**config.mk**
```make
export PLATFORM = sky130hd
export DESIGN_NAME = display_char_arbiter
export DESIGN_NICKNAME = d
export VERILOG_FILES = /design/src/rtl/display_arb_pkg.sv /design/src/rtl/kbd_fifo.sv /design/src/rtl/display_char_arbiter.sv
export SDC_FILE = /design/constraint.sdc
export NUM_CORES = 1
export LEC_CHECK = 0
export BUFFER_PORTS_ARGS = -buffer_cell sky130_fd_sc_hd__buf_2
export CORE_AREA = 2 2 101 103
export CTS_CLUSTER_SIZE = 14
export DETAILED_ROUTE_END_ITERATION = 6
export DIE_AREA = 0 0 103 105
export PLACE_DENSITY = 0.57
export SLEW_MARGIN = 15
export SYNTH_ARGS = -nofsm -noshare
export SYNTH_HDL_FRONTEND = slang
export SYNTH_HIERARCHICAL = 1
export SYNTH_SLANG_ARGS = --single-unit
```
**constraint.sdc**
```tcl
create_clock -name clk -period 6.6 [get_ports clk]
set_clock_uncertainty 0.15 [all_clocks]
set_input_delay 0.99 -clock clk [delete_from_list [all_inputs] [get_ports clk]]
set_output_delay 0.99 -clock clk [all_outputs]
set_load 0.005 [all_outputs]
```
**src/rtl/display_arb_pkg.sv**
```systemverilog
// Shared types and constants for the display character arbiter.
// Latency: n/a (types, constants and a pure function only).
// Backpressure: n/a.
package display_arb_pkg;

  // Terminal handshake sequencer states.
  typedef enum logic [1:0] {
    IDLE    = 2'd0,
    SEND    = 2'd1,
    RELEASE = 2'd2
  } state_t;

  // Lowercase ASCII range and the offset that maps it to uppercase.
  localparam logic [6:0] LC_LO    = 7'h61;
  localparam logic [6:0] LC_HI    = 7'h7A;
  localparam logic [6:0] CASE_OFS = 7'h20;

  // Requester identifiers, also used as the round-robin "served last" bit.
  localparam logic SRC_CPU = 1'b0;
  localparam logic SRC_KBD = 1'b1;

  // Fold a-z to A-Z; every other code passes through.
  function automatic logic [6:0] fold_case(input logic [6:0] code);
    logic [6:0] res;
    res = code;
    if (code >= LC_LO && code <= LC_HI) res = code - CASE_OFS;
    return res;
  endfunction

endpackage

```
**src/rtl/kbd_fifo.sv**
```systemverilog
// Synchronous FIFO with full/empty flags and same-cycle push/pop.
// Latency: a pushed word appears on o_dout the cycle after its push edge.
// Backpressure: a push while full is ignored unless a pop occurs in the same cycle.
module kbd_fifo #(
  parameter int WIDTH = 7,
  parameter int DEPTH = 4
) (
  input  logic             clk,
  input  logic             rst,
  input  logic             i_push,
  input  logic [WIDTH-1:0] i_din,
  input  logic             i_pop,
  output logic [WIDTH-1:0] o_dout,
  output logic             o_full,
  output logic             o_empty
);

  localparam int AW = (DEPTH > 1) ? $clog2(DEPTH) : 1;
  localparam int CW = AW + 1;

  logic [WIDTH-1:0] r_mem [DEPTH];
  logic [AW-1:0]    r_wr_ptr;
  logic [AW-1:0]    r_rd_ptr;
  logic [CW-1:0]    r_count;
  logic             w_do_push;
  logic             w_do_pop;

  assign o_full    = (r_count == CW'(DEPTH));
  assign o_empty   = (r_count == '0);
  assign o_dout    = r_mem[r_rd_ptr];
  // A pop frees a slot before the push needs it, so full+pop+push is legal.
  assign w_do_pop  = i_pop && !o_empty;
  assign w_do_push = i_push && (!o_full || w_do_pop);

  // Storage array; occupancy gates what is visible, so no reset is needed.
  always_ff @(posedge clk) begin
    if (w_do_push) r_mem[r_wr_ptr] <= i_din;
  end

  // Read/write pointers and occupancy count.
  always_ff @(posedge clk or posedge rst) begin
    if (rst) begin
      r_wr_ptr <= '0;
      r_rd_ptr <= '0;
      r_count  <= '0;
    end else begin
      if (w_do_push) r_wr_ptr <= r_wr_ptr + AW'(1);
      if (w_do_pop)  r_rd_ptr <= r_rd_ptr + AW'(1);
      case ({w_do_push, w_do_pop})
        2'b10:   r_count <= r_count + CW'(1);
        2'b01:   r_count <= r_count - CW'(1);
        default: r_count <= r_count;
      endcase
    end
  end

endmodule

```
**src/rtl/display_char_arbiter.sv**
```systemverilog
// Shares the terminal character handshake between the PIA display port and keyboard local echo.
// Latency: keyboard strobe to vt_da 3 edges; cpu_da rise to vt_da 5 edges (terminal ready).
// Backpressure: CPU held off via cpu_rda; keyboard buffered in a FIFO, overflow drops and pulses.
module display_char_arbiter
  import display_arb_pkg::*;
#(
  parameter int KBD_DEPTH   = 4,
  parameter int ACK_TIMEOUT = 4096
) (
  input  logic       clk,
  input  logic       rst,
  input  logic [6:0] cpu_rd,
  input  logic       cpu_da,
  output logic       cpu_rda,
  input  logic       kbd_new,
  input  logic [6:0] kbd_code,
  input  logic       local_echo,
  output logic [6:0] vt_rd,
  output logic       vt_da,
  input  logic       vt_rdy,
  output logic       kbd_overflow,
  output logic       vt_timeout
);

  localparam int CNT_W = $clog2(ACK_TIMEOUT + 1);

  // Synchronizers and edge detect for the asynchronous PIA pins.
  logic       r_da_s1, r_da_s2, r_da_s3;
  logic [6:0] r_rd_s1, r_rd_s2;
  logic       w_da_rise;

  // CPU holding register.
  logic [6:0] r_cpu_char;
  logic       r_cpu_pend;
  logic       r_cpu_rda;

  // Keyboard FIFO interface.
  logic       w_kbd_push;
  logic       w_kbd_pop;
  logic       w_kbd_drop;
  logic [6:0] w_kbd_folded;
  logic [6:0] w_fifo_dout;
  logic       w_fifo_full;
  logic       w_fifo_empty;
  logic       r_kbd_overflow;

  // Sequencer.
  state_t             r_state, w_next;
  logic               r_src;
  logic               r_rr_last;
  logic [CNT_W-1:0]   r_cnt;
  logic [6:0]         r_vt_rd;
  logic               r_vt_da;
  logic               r_vt_timeout;
  logic               w_grant;
  logic               w_grant_src;
  logic               w_done;
  logic               w_tmo;

  assign w_da_rise    = r_da_s2 && !r_da_s3;
  assign w_kbd_folded = fold_case(kbd_code);
  assign w_kbd_push   = kbd_new && local_echo;
  assign w_kbd_pop    = w_done && (r_src == SRC_KBD);
  assign w_kbd_drop   = w_kbd_push && w_fifo_full && !w_kbd_pop;

  assign cpu_rda      = r_cpu_rda;
  assign vt_rd        = r_vt_rd;
  assign vt_da        = r_vt_da;
  assign kbd_overflow = r_kbd_overflow;
  assign vt_timeout   = r_vt_timeout;

  // Two-flop synchronizers plus one delayed copy of DA for rise detection.
  always_ff @(posedge clk or posedge rst) begin
    if (rst) begin
      r_da_s1 <= 1'b0;
      r_da_s2 <= 1'b0;
      r_da_s3 <= 1'b0;
      r_rd_s1 <= '0;
      r_rd_s2 <= '0;
    end else begin
      r_da_s1 <= cpu_da;
      r_da_s2 <= r_da_s1;
      r_da_s3 <= r_da_s2;
      r_rd_s1 <= cpu_rd;
      r_rd_s2 <= r_rd_s1;
    end
  end

  // Capture a CPU character on a DA rise; re-open only after delivery and DA low.
  always_ff @(posedge clk or posedge rst) begin
    if (rst) begin
      r_cpu_char <= '0;
      r_cpu_pend <= 1'b0;
      r_cpu_rda  <= 1'b1;
    end else if (w_da_rise && r_cpu_rda) begin
      r_cpu_char <= r_rd_s2;
      r_cpu_pend <= 1'b1;
      r_cpu_rda  <= 1'b0;
    end else begin
      if (w_done && (r_src == SRC_CPU)) r_cpu_pend <= 1'b0;
      if (!r_cpu_rda && !r_cpu_pend && !r_da_s2) r_cpu_rda <= 1'b1;
    end
  end

  kbd_fifo #(
    .WIDTH (7),
    .DEPTH (KBD_DEPTH)
  ) u_kbd_fifo (
    .clk     (clk),
    .rst     (rst),
    .i_push  (w_kbd_push),
    .i_din   (w_kbd_folded),
    .i_pop   (w_kbd_pop),
    .o_dout  (w_fifo_dout),
    .o_full  (w_fifo_full),
    .o_empty (w_fifo_empty)
  );

  // Overflow pulse follows the cycle in which a keyboard character is dropped.
  always_ff @(posedge clk or posedge rst) begin
    if (rst) r_kbd_overflow <= 1'b0;
    else     r_kbd_overflow <= w_kbd_drop;
  end

  // Next-state, grant selection and completion decode.
  always_comb begin
    w_next      = r_state;
    w_grant     = 1'b0;
    w_grant_src = SRC_CPU;
    w_done      = 1'b0;
    w_tmo       = 1'b0;
    case (r_state)
      IDLE: begin
        // Only start a character when the terminal reports itself ready.
        if (vt_rdy && (r_cpu_pend || !w_fifo_empty)) begin
          w_grant = 1'b1;
          w_next  = SEND;
          if (r_cpu_pend && !w_fifo_empty)
            w_grant_src = (r_rr_last == SRC_CPU) ? SRC_KBD : SRC_CPU;
          else
            w_grant_src = w_fifo_empty ? SRC_CPU : SRC_KBD;
        end
      end
      SEND: begin
        // vt_rdy is only trusted as an acknowledge once vt_da has been driven high.
        if (r_vt_da && !vt_rdy) begin
          w_next = RELEASE;
        end else if (r_cnt == CNT_W'(ACK_TIMEOUT - 1)) begin
          w_tmo  = 1'b1;
          w_done = 1'b1;
          w_next = IDLE;
        end
      end
      RELEASE: begin
        if (vt_rdy) begin
          w_done = 1'b1;
          w_next = IDLE;
        end
      end
      default: w_next = IDLE;
    endcase
  end

  // State register.
  always_ff @(posedge clk or posedge rst) begin
    if (rst) r_state <= IDLE;
    else     r_state <= w_next;
  end

  // Terminal outputs, timeout counter and round-robin bookkeeping.
  always_ff @(posedge clk or posedge rst) begin
    if (rst) begin
      r_src        <= SRC_CPU;
      r_rr_last    <= SRC_CPU;
      r_cnt        <= '0;
      r_vt_rd      <= '0;
      r_vt_da      <= 1'b0;
      r_vt_timeout <= 1'b0;
    end else begin
      if (w_grant) begin
        r_src   <= w_grant_src;
        r_vt_rd <= (w_grant_src == SRC_KBD) ? w_fifo_dout : r_cpu_char;
        r_cnt   <= '0;
      end else if (r_state == SEND) begin
        r_cnt <= r_cnt + CNT_W'(1);
      end
      r_vt_da      <= (r_state == SEND) && (w_next == SEND);
      r_vt_timeout <= w_tmo;
      if (w_done) r_rr_last <= r_src;
    end
  end

endmodule

```
; Word level (Yosys, flattened, before mapping)
; Memory sizes are Yosys's and may differ from the RTL's.
; Cells that the tools add are included.
; W data, S select, Z words.
[word_totals]
n_memories = 1
ram_bits = 28
rom_bits = 0
in_bits = 20
word_cells = 96
register_bits = 60
latch_bits = 0
[op_classes]
reduce_logical = 32
eq_ne = 7
mul = 0
n_bitwise = 1
div_mod_pow = 0
shifts = 0
mux = 28
n_addsub = 6
n_lt_le_gt_ge = 2
[memory_table]
columns = memory, depth, word_bits, read_ports, rd_ports_with_merged_regs, wr, line
row1 = u_kbd_fifo.r_mem, 4, 7, 1, 0, 1, kbd_fifo.sv:21  ; logic [WIDTH-1:0] r_mem [DEPTH];
[ops]
columns = op, count
row1 = $mux W13, 2
row2 = $mux W1, 17
row3 = $logic_and A1 B1 Y1, 16
row4 = $mux W7, 2
row5 = $add A13 B1 Y13 const B, 1
row6 = $eq A13 B12 Y1 const B, 1
row7 = $logic_not A1 Y1, 8
row8 = $mux W2, 4
row9 = $reduce_bool A2 Y1, 4
row10 = $ge A7 B7 Y1 const B, 1
row11 = $le A7 B7 Y1 const B, 1
row12 = $sub A7 B6 Y7 const B, 1
row13 = $eq A2 B1 Y1 const B, 3
row14 = $pmux W2 S3, 1
row15 = $pmux W3 S2, 1
row16 = $add A2 B1 Y2 const B, 2
row17 = $eq A2 B2 Y1 const B, 2
row18 = $add A3 B1 Y3 const B, 1
row19 = $eq A3 B3 Y1 const B, 1
row20 = $logic_not A3 Y1, 1
row21 = $sub A3 B1 Y3 const B, 1
row22 = $logic_not A2 Y1, 1
row23 = $logic_or A1 B1 Y1, 2
row24 = $pmux W1 S2, 1
row25 = $not A1 Y1, 1

; Depth between registers and ports, before layout
[logic_depth]
ltp_word = 10
mapped_depth = 14
ltp_nobuf = 13

; Cells and area by module
; The synthesis kept the hierarchy.
[modules_own_cells]
columns = module, n_inst, area_per_inst_um2, seq_area_each_um2, cells_each
row1 = display_char_arbiter, 1, 2273.4, 1327.5, 194
row2 = kbd_fifo, 1, 1448.9, 1016.0, 76

; Least setup slack after synthesis
; No wires, ideal clock.
[synth_timing]
path_type = input to register
from = in vt_rdy
to = reg u_kbd_fifo.r_count[2]
slack_ns = 3.592
n_path_buf = 0
required_time_ns = 6.371
cell_stages = 12
setup_time_ns = 0.079
t_arrival_ns = 2.779
path_cell_list = nand2b_1 > nand3_1 > o21ai_4 > and2_2 > o21a_4 > inv_1 > ha_1 > inv_1 > fa_1 > xor2_1 > nor2_1 > xor2_1
[synth_between]
elab_chain_cells = 10
word_cells_on_any_way = 13
cone_classes = 2 x eq/ne / 4 x mux / 7 x reduce/logical
[synth_lines]
columns = element, line
row1 = "start, declared", display_char_arbiter.sv:20  ; input logic vt_rdy,
row2 = $logic_not A1 Y1, display_char_arbiter.sv:146  ; if (r_vt_da && !vt_rdy) begin
row3 = $logic_and A1 B1 Y1, display_char_arbiter.sv:146
row4 = $mux W1, display_char_arbiter.sv:146
row5 = $pmux W1 S2 *, display_char_arbiter.sv:132  ; case (r_state)
row6 = $logic_and A1 B1 Y1 *, display_char_arbiter.sv:63  ; assign w_kbd_pop = w_done && (r_src == SRC_KBD);
row7 = named net w_kbd_pop, display_char_arbiter.sv:39  ; logic w_kbd_pop;
row8 = $logic_and A1 B1 Y1 *, kbd_fifo.sv:32  ; assign w_do_pop = i_pop && !o_empty;
row9 = $logic_or A1 B1 Y1, kbd_fifo.sv:33  ; assign w_do_push = i_push && (!o_full || w_do_pop);
row10 = $logic_and A1 B1 Y1, kbd_fifo.sv:33
row11 = $eq A2 B1 Y1 / $eq A2 B2 Y1 (equally long branches), kbd_fifo.sv:49  ; case ({w_do_push, w_do_pop})
row12 = $pmux W3 S2 / $reduce_bool A2 Y1 (equally long branches), n/a
row13 = "end signal, assigned", kbd_fifo.sv:50  ; 2'b10: r_count <= r_count + CW'(1);
row14 = "end signal, assigned", kbd_fifo.sv:51  ; 2'b01: r_count <= r_count - CW'(1);
row15 = "end signal, assigned", kbd_fifo.sv:52  ; default: r_count <= r_count;
row16 = "end, declared", kbd_fifo.sv:24  ; logic [CW-1:0] r_count;
; Mark *: on every way through the listed nets, which the timed path passes. The rest lies on a longest branch.
; A chain may end at the register's enable or synchronous reset.

; Final worst setup path
[layout_timing]
from = reg r_state[1]
to = reg u_kbd_fifo.r_count[2]
[layout_between]
elab_chain_cells = 8
word_cells_on_any_way = 11
cone_classes = 4 x eq/ne / 2 x mux / 5 x reduce/logical
[layout_lines]
columns = element, line
row1 = "start, declared", display_char_arbiter.sv:48  ; state_t r_state, w_next;
row2 = "start signal, assigned", display_char_arbiter.sv:167  ; else r_state <= w_next;
row3 = $eq A2 B2 Y1 / $eq A2 B1 Y1 (equally long branches), display_char_arbiter.sv:132
row4 = $pmux W1 S2 *, display_char_arbiter.sv:132
row5 = $logic_and A1 B1 Y1 *, display_char_arbiter.sv:63
row6 = named net w_kbd_pop, display_char_arbiter.sv:39
row7 = $logic_and A1 B1 Y1 *, kbd_fifo.sv:32
row8 = named net u_kbd_fifo.w_do_pop, kbd_fifo.sv:26  ; logic w_do_pop;
row9 = $logic_or A1 B1 Y1, kbd_fifo.sv:33
row10 = $logic_and A1 B1 Y1, kbd_fifo.sv:33
row11 = $eq A2 B1 Y1 / $eq A2 B2 Y1 (equally long branches), kbd_fifo.sv:49
row12 = $pmux W3 S2 / $reduce_bool A2 Y1 (equally long branches), n/a
; Marked as above.

==> flow_metrics.env <==
export IMPL_grt_max_degree=54
export IMPL_cap_violations=0
export IMPL_num_antenna_cells=0
export IMPL_p_leak_nw=1.807
export IMPL_cts_sinks=88
export IMPL_crit_fanout=11
export IMPL_slowest_delay_ns=0.45
export IMPL_die_h_um=105
export IMPL_totalWireLength_mm=6.400
export IMPL_finalHoldViolCount=0
export IMPL_stdcell_count=444
export IMPL_synth_seq_cells=88
export IMPL_cts_root_buf="clkbuf_8"
export IMPL_peakVddDrop_mv=0.2187
export IMPL_status="complete, no violations"
export IMPL_mostFrequentLayoutCells="dfrtp_1, buf_2, edfxtp_1"
export IMPL_grt_overflow_total=0
export IMPL_core_um2=9639
export IMPL_power_density_nw_per_um2=375.6
export IMPL_finalSetupTns_ns=0
export IMPL_cts_hold_buf=0
export IMPL_synth_area_top_cells="dfrtp_1, edfxtp_1, mux4_2"
export IMPL_routedWlPerCell_um=14.41
export IMPL_async_reset_ff_frac=0.6818
export IMPL_htreeDepth=3
export IMPL_tightest_slew_ns=0.8673
export IMPL_syn_area_um2=3722
export IMPL_drive_above_1_share=0.2540
export IMPL_insertion_delay_ns=0.35
export IMPL_timing_fmax_mhz=338.5
export IMPL_period_needed_ns=2.954
export IMPL_holdWs_ns=0.2033
export IMPL_cts_buffer_depth=2
export IMPL_cp_data_required_time_ns=6.72
export IMPL_grt_util_all_layers=0.1305
export IMPL_rsz0062_at_grt="false"
export IMPL_grt_pass1_wl_mm=10.63
export IMPL_port_buffers=30
export IMPL_avgSynthCellArea_um2=13.79
export IMPL_drtPass1Iterations=4
export IMPL_post_cts_buffers=0
export IMPL_drtAntennaViolNets=0
export IMPL_ys_flop_type="dfrtp_1"
export IMPL_cp_end_kind="register"
export IMPL_slew_headroom=0.4197
export IMPL_rrSetupSlack_ns=3.65
export IMPL_nNetsFinal=338
export IMPL_final_common_cell="dfrtp_1"
export IMPL_ys_warn_count=6
export IMPL_syn_inst=270
export IMPL_start_kind="register"
export IMPL_crit_family="adder cells"
export IMPL_yosysUniqueCellTypes=50
export IMPL_dr_first_iter_drc_count=66
export IMPL_criticalPathCategory="reg -> reg"
export IMPL_finalCritPeriodShare=0.4476
export IMPL_num_vias=2129
export IMPL_arrival_ns=3.08
export IMPL_drc_errors=0
export IMPL_crit_buf_inv=2
export IMPL_place_congestion=0.8331
export IMPL_antenna_found_initial=0
export IMPL_critical_path_slowest_cell="dfrtp_1"
export IMPL_slew_violations=0
export IMPL_synth_top_area_share=0.3966
export IMPL_synth_top_area_cell="dfrtp_1"
export IMPL_grt_pass1_vias=2168
export IMPL_syn_nets=302
export IMPL_cts_tree="built"
export IMPL_initial_core_util=0.3862
export IMPL_worstPathCellList="inv_1 > ha_1 > nand3_1 > o21ai_4 > and2_2 > o31a_2 > ha_1 > inv_1 > fa_1 > xor2_1 > nor2_1 > xor2_1"
export IMPL_cts_buffers=9
export IMPL_cts_resized_gates=0
export IMPL_die_w_um=103
export IMPL_dp_hpwl_mm=4.372
export IMPL_rows=36
export IMPL_placed_cells=428
export IMPL_path_clk_slew_ns=0.08
export IMPL_ys_seq_area_frac=0.6296
export IMPL_hp_class="reg -> reg"
export IMPL_fin_util=0.4408
export IMPL_setup_viol=0
export IMPL_area_growth_pct=14.15
export IMPL_die_area_um2=10820
export IMPL_top_level_ports=31
export IMPL_synth_edf_count=28
export IMPL_vias_per_cell=4.795
## layout make-up
class                   instances  area, um^2
flip-flops and latches         88        2344
multi-input cells             159        1289
inverters                      16       60.06
clock inverters                 4       76.32
well taps                     133       166.4
clock buffers                  12       148.9
fillers                       926        5390
repair buffers                 32       165.2
## kinds of logic (layout without fill, tap and decap cells)
logic type	count (synthesis)	count (layout)	synth area share
flip-flops	88	88	0.6296
XOR/XNOR	17	17	0.04000
adder cells (fa/ha/maj)	12	12	0.04235
AO/OA/AOI/OAI	33	33	0.06185
buffers and inverters	23	64	0.02420
AND/OR/NAND/NOR	71	71	0.1032
multiplexers	26	26	0.09883
## cells in the mapped netlist (all sizes together), types with 2 or more instances
library cell / instances
clkbuf: 3
and4: 2
and3: 2
mux4: 7
o211ai: 2
buf: 4
dfrtp: 59
nand3: 7
edfxtp: 28
mux2: 10
ha: 11
xor2: 9
mux2i: 9
o21ai: 13
o21a: 3
nand2: 16
and2: 6
xnor2: 8
a21oi: 5
nand4: 6
nand3b: 2
a31oi: 3
nor2b: 2
inv: 16
nor2: 17
nand4b: 2
nor3: 4
## state kept, by name, summed over array words and instances, names as in the netlist, 2 cells and up
signal               flops
u_kbd_fifo/r_mem        28
r_cnt                   13
r_cpu_char               7
r_rd_s1                  7
r_rd_s2                  7
vt_rd                    7
u_kbd_fifo/r_count       3
r_state                  2
u_kbd_fifo/r_rd_ptr      2
u_kbd_fifo/r_wr_ptr      2
## routing by layer
layer  part of all wire  GRT usage
met1               0.46     0.1664
met3              0.034    0.05017
met4             0.0059    0.03665
met2               0.50     0.2064
met5                  0          0
## power by group
group / internal (W) / switching [W] / total (W) / leakage, nW
registers: 0.000680 / 0.0000955 / 0.000775 / 0.998
clock network: 0.000229 / 0.000181 / 0.000410 / 0.111
logic: 0.000206 / 0.000205 / 0.000410 / 0.699
total: 0.00112 / 0.000481 / 0.00160 / 1.81
## metrics by stage
step / setup WS, ns / cell area [um^2] / total power [W]
after floorplan: 3.592 / 3722 / 0.001080
after global placement: 3.392 / 4024 / 0.001200
after detailed placement: 3.328 / 4024 / 0.001207
after CTS: 3.624 / 4249 / 0.001626
after global routing: 3.400 / 4249 / 0.001711
final: 3.646 / 4249 / 0.001596
## final timing paths
check                                startpoint                                end  cells past startpoint
max                        r_state[1]$_DFF_PP0_  u_kbd_fifo/r_count[2]$_DFFE_PP0P_                     12
min                        r_rd_s1[1]$_DFF_PP0_               r_rd_s2[1]$_DFF_PP0_                      0
max reg2reg                r_state[1]$_DFF_PP0_  u_kbd_fifo/r_count[2]$_DFFE_PP0P_                     12
min reg2reg                r_rd_s1[1]$_DFF_PP0_               r_rd_s2[1]$_DFF_PP0_                      0
max in group asynchronous                   rst               r_cnt[7]$_DFFE_PP0P_                      3
min in group asynchronous                   rst  u_kbd_fifo/r_count[0]$_DFFE_PP0P_                      2
Power figures use the tool's default switching activity.
